[src/rtl/register_file.sv]
// register_file: two registered read ports, one write port, x0 hard-wired to zero.
// Reads sample storage before a same-edge write (no bypass); reset clears storage and outputs.
module register_file #(
  parameter int WIDTH = 32,
  parameter int DEPTH = 32,
  localparam int AW   = (DEPTH > 1) ? $clog2(DEPTH) : 1
) (
  input  logic             clk,
  input  logic             rst,
  input  logic             wr_en,
  input  logic [AW-1:0]    regW,
  input  logic [WIDTH-1:0] portW,
  input  logic [AW-1:0]    regA,
  input  logic [AW-1:0]    regB,
  output logic [WIDTH-1:0] portA,
  output logic [WIDTH-1:0] portB
);

  localparam bit         FULL_RANGE = (DEPTH == (1 << AW));
  localparam logic [AW:0] DEPTH_W   = DEPTH[AW:0];

  logic [WIDTH-1:0] regs [DEPTH];
  logic             w_ok;
  logic             a_ok;
  logic             b_ok;

  // Address range qualifiers only matter when DEPTH leaves holes in the address space.
  generate
    if (FULL_RANGE) begin : g_full
      assign w_ok = 1'b1;
      assign a_ok = 1'b1;
      assign b_ok = 1'b1;
    end else begin : g_part
      assign w_ok = ({1'b0, regW} < DEPTH_W);
      assign a_ok = ({1'b0, regA} < DEPTH_W);
      assign b_ok = ({1'b0, regB} < DEPTH_W);
    end
  endgenerate

  // Storage: clear on reset, otherwise accept writes to in-range nonzero addresses.
  always_ff @(posedge clk or negedge rst) begin
    if (!rst) begin
      for (int i = 0; i < DEPTH; i++) begin
        regs[i] <= '0;
      end
    end else if (wr_en && (regW != '0) && w_ok) begin
      regs[regW] <= portW;
    end
  end

  // Read ports: register the pre-write contents; x0 and out-of-range addresses read as zero.
  always_ff @(posedge clk or negedge rst) begin
    if (!rst) begin
      portA <= '0;
      portB <= '0;
    end else begin
      portA <= (a_ok && (regA != '0)) ? regs[regA] : '0;
      portB <= (b_ok && (regB != '0)) ? regs[regB] : '0;
    end
  end

endmodule

[config.mk]
export PLATFORM = sky130hd
export DESIGN_NAME = register_file
export DESIGN_NICKNAME = d
export VERILOG_FILES = /design/src/rtl/register_file.sv
export SDC_FILE = /design/constraint.sdc
export NUM_CORES = 2
export LEC_CHECK = 0
export ABC_AREA = 1
export CORE_MARGIN = 1
export CORE_UTILIZATION = 35
export CTS_BUF_LIST = sky130_fd_sc_hd__clkbuf_4
export CTS_CLUSTER_DIAMETER = 50
export DETAILED_ROUTE_END_ITERATION = 12
export PLACE_DENSITY = 0.53
export SLEW_MARGIN = 20
export SYNTH_ARGS = -nofsm -noshare
export SYNTH_HDL_FRONTEND = slang
export SYNTH_SLANG_ARGS = --single-unit
[constraint.sdc]
create_clock -name clk -period 0.9 [get_ports clk]
set_input_delay 0.27 -clock clk [delete_from_list [all_inputs] [get_ports clk]]
set_output_delay 0.27 -clock clk [all_outputs]
set_load 0.05 [all_outputs]
==> metrics.txt <==
status=complete, but fails checks; failing checks=DRC, hold timing, setup timing; Clock Path Buffers=4; routed wire length=roughly 270000 um; Final Hold Fails=258; final worst setup slack=-1.53 ns; P_leak=38.3 nW; Iter 0 DRT Violations=between 7000 and 8000; first-pass GRT wire length=397000 um; synthesized area=58200 um^2; Cell Pwr Density=1920 nW/um^2; RSZ-0062 raised after global routing=yes; RD Place Congestion=0.922; top layer reached by signal wires=met5; Setup Skew=between 0.1 and 0.15 ns; cells after synthesis=roughly 8400; Peak VDD IR=between 0.0015 and 0.002 V; HPWL Detailed=175000 um; post-layout util=48.4%; DRT antenna net count=0; H-tree levels=5; number of port buffers=about 110; worst setup path category=reg2out; Synth Register Bits=between 1000 and 1500; Critical Path Slowest Stage Cell=dfrtp_1; max capacitance violation total=0; Synth cell types=21; CTS sink count=roughly 1100; Max Slew Vio Count=0; # placed instances=about 11000; met3 routed WL=about 25000 um; Worst Hold Path Cells=6; CTS tree=yes; fillers=16300; syn_nets=between 8000 and 9000; WL met1=112000 um; die area=168000 um^2; worst path cell trace=buf_12, buf_12; multi-input logic area=29500 um^2; core area=~160000 um^2; antenna violations before repair=16; Layout area overhead=37.2%; Mean Syn Cell Area=roughly 6.9 um^2; final std cells w/o fill=around 12000; fin nets=9386; die height=slightly above 400 um; row count=between 100 and 150; Wirelength per Cell=22.9 um; Crit. path cell count=2; Hold Path Class=in2reg; Setup Viol. Count Final=135; layout cell share with drive strength beyond 1=about a quarter; initial core utilization=a little over a third; routed via count=about 64000; sequential share of the synthesized area=between 40% and 50%; wire length on met2=approximately 120000 um; crit-path max cell delay=0.44 ns; critical path endpoint category=output pin; critical path arrival=approximately 2.2 ns; f_max=0.412 GHz; cells on worst reg2reg path=8; Yosys Warn Count=0; Clock transition at path regs=about 0.07 ns; worst path required time=~0.63 ns; vias per inst=5.44; Reg area=27200 um^2; cell mode on critical path=buf_12; Crit Path Max Fanout=1; Tmin final=roughly 2.4 ns; Hold Slack=-0.279 ns; Buf/Inv on CP=2; post-place setup slack=-1.31 ns; Worst Tran Pin Value=1.03 ns; clk_lat worst skew=~1.4 ns; headroom to the max-slew limit=30.8%; Largest delay share family, worst path=flip-flops; Congestion Overflow GR=0; clock root cell=clkbuf_4; Total GRT Usage=about a third; total CTS buffers=between 300 and 400; Top Ports=about 110; die width=410 um; total power=~150 mW; largest net degree at the start of global routing=65; Pre-Repair DR Iteration Count=12; Tcrit/Tclk final=270%; crit path launch type=register; drt drc=14; vias in the first global route=60400
## what timing repair did
item / 4_1_cts / 5_1_grt
setup buffers: 50 / 63
cloned: 0 / 0
resized for setup: 372 / 356
hold endpoints to repair: 2100 / 411
pin swaps: 301 / 291
endpoints found under the setup margin: 128 / 148
hold buffers: 103 / 20
## layout by cell type (no fill, tap or decap), types with 2 or more instances in the layout
cell type	count
dfrtp_1	1075
dlygate4sd3_1	91
clkinv_2	20
nand2_4	20
diode_2	7
buf_2	3
o211ai_1	65
dlymetal6s4s_1	11
dlymetal6s2s_1	2
inv_16	2
inv_1	242
buf_4	784
buf_8	5
o21ai_2	23
nand2_2	108
inv_2	42
nand2_8	7
clkbuf_2	2
o21ai_0	828
nor2_2	87
nor3_4	9
nand2_1	2985
nand3_2	148
buf_6	29
inv_8	2
nor2_1	430
inv_12	2
o21ai_1	506
a21oi_2	98
clkbuf_4	465
clkdlybuf4s50_1	37
clkinv_1	74
nor2_4	53
nand3_1	744
buf_12	371
nand3_4	3
dfrtp_2	13
clkinv_8	2
a21oi_1	161
## Yosys cell counts
cell      count  area share (%)
a21oi_1     260             2.2
and3_1        2           0.022
buf_1        66            0.43
buf_2       102            0.88
clkbuf_1    541             3.5
clkinv_1      3           0.019
dfrtp_1    1088              47
inv_1       281             1.8
inv_2         8           0.052
nand2_1    3120              20
nand3_1     895             7.7
nor2_1      566             3.7
nor2_2        4           0.043
nor3_1        3           0.026
nor3_2        7            0.12
nor3b_1       1           0.013
nor4_4        1           0.037
o211ai_1     65            0.84
o21ai_0    1309              11
o21ai_1      48            0.41
o22ai_1       1           0.011
## layout make-up
cell class,instances,area share [%]
timing repair buffer,1335,19.0
tap,2189,3.43
antenna,7,0.0219
clock inverter,97,0.516
sequential,1088,34.1
inverter,292,1.51
multi-input combinational,6282,37.0
clock buffer,465,4.37
## worst min-delay path: cells and delay by family
kind                   cells  cell delay, ns
buffers and inverters      3            0.53
and+or+nand+nor            2            0.22
AOI/OAI and AO/OA          1            0.05
## report_power, final
group          leakage, nW  internal (mW)  switching (mW)  total, mW
registers             13.8           57.9            6.93       64.9
logic                 22.1           18.4            22.2       40.6
clock network         2.36           24.0            23.7       47.7
## flip-flops by register name (all words and copies together) (netlist names)
register / cells
portB: 32
portA: 32
regs: 1024
## final timing paths
check / from / endpoint / slack (ns)
setup / recovery: portB[28] / portB[28] / -1.53
hold / removal: regW[0] / regs[873] / -0.28
setup reg to reg: regs[532] / portB[20] / -0.54
hold reg to reg: regs[1016] / regs[1016] / 0.40
max in group asynchronous: rst / regs[821] / 0.15
min in group asynchronous: rst / regs[489] / 0.23
## cell families (layout without fill, tap and decap cells)
group | Yosys count | after routing | share of synthesized area [%]
AO/OA/AOI/OAI | 1683 | 1683 | 14.8
AND/OR/NAND/NOR | 4599 | 4599 | 31.7
flip-flops | 1088 | 1088 | 46.8
other | 0 | 7 | 0
buffers and inverters | 1001 | 2189 | 6.68
## metrics by stage
step	instance area, um^2	hold WS (ns)	setup TNS (ns)
4_1_cts	78300	-0.361	-126.36
5_1_grt	79800	-0.325	-122.22
6_report	79800	-0.279	-117.53
3_3_place_gp	72000	0.387	-1135.74
2_1_floorplan	60800	-0.0256	-336.32
3_5_place_dp	72000	0.388	-1146.99
## metal layers
metal / GRT usage [%] / vias to the layer above
li1: - / 29300
met4: 13.7 / 4
met2: 48.1 / 3444
met3: 5.86 / 681
met5: 0 / -
met1: 43.1 / 30500
Note: power is estimated with default switching activity, not from simulation.
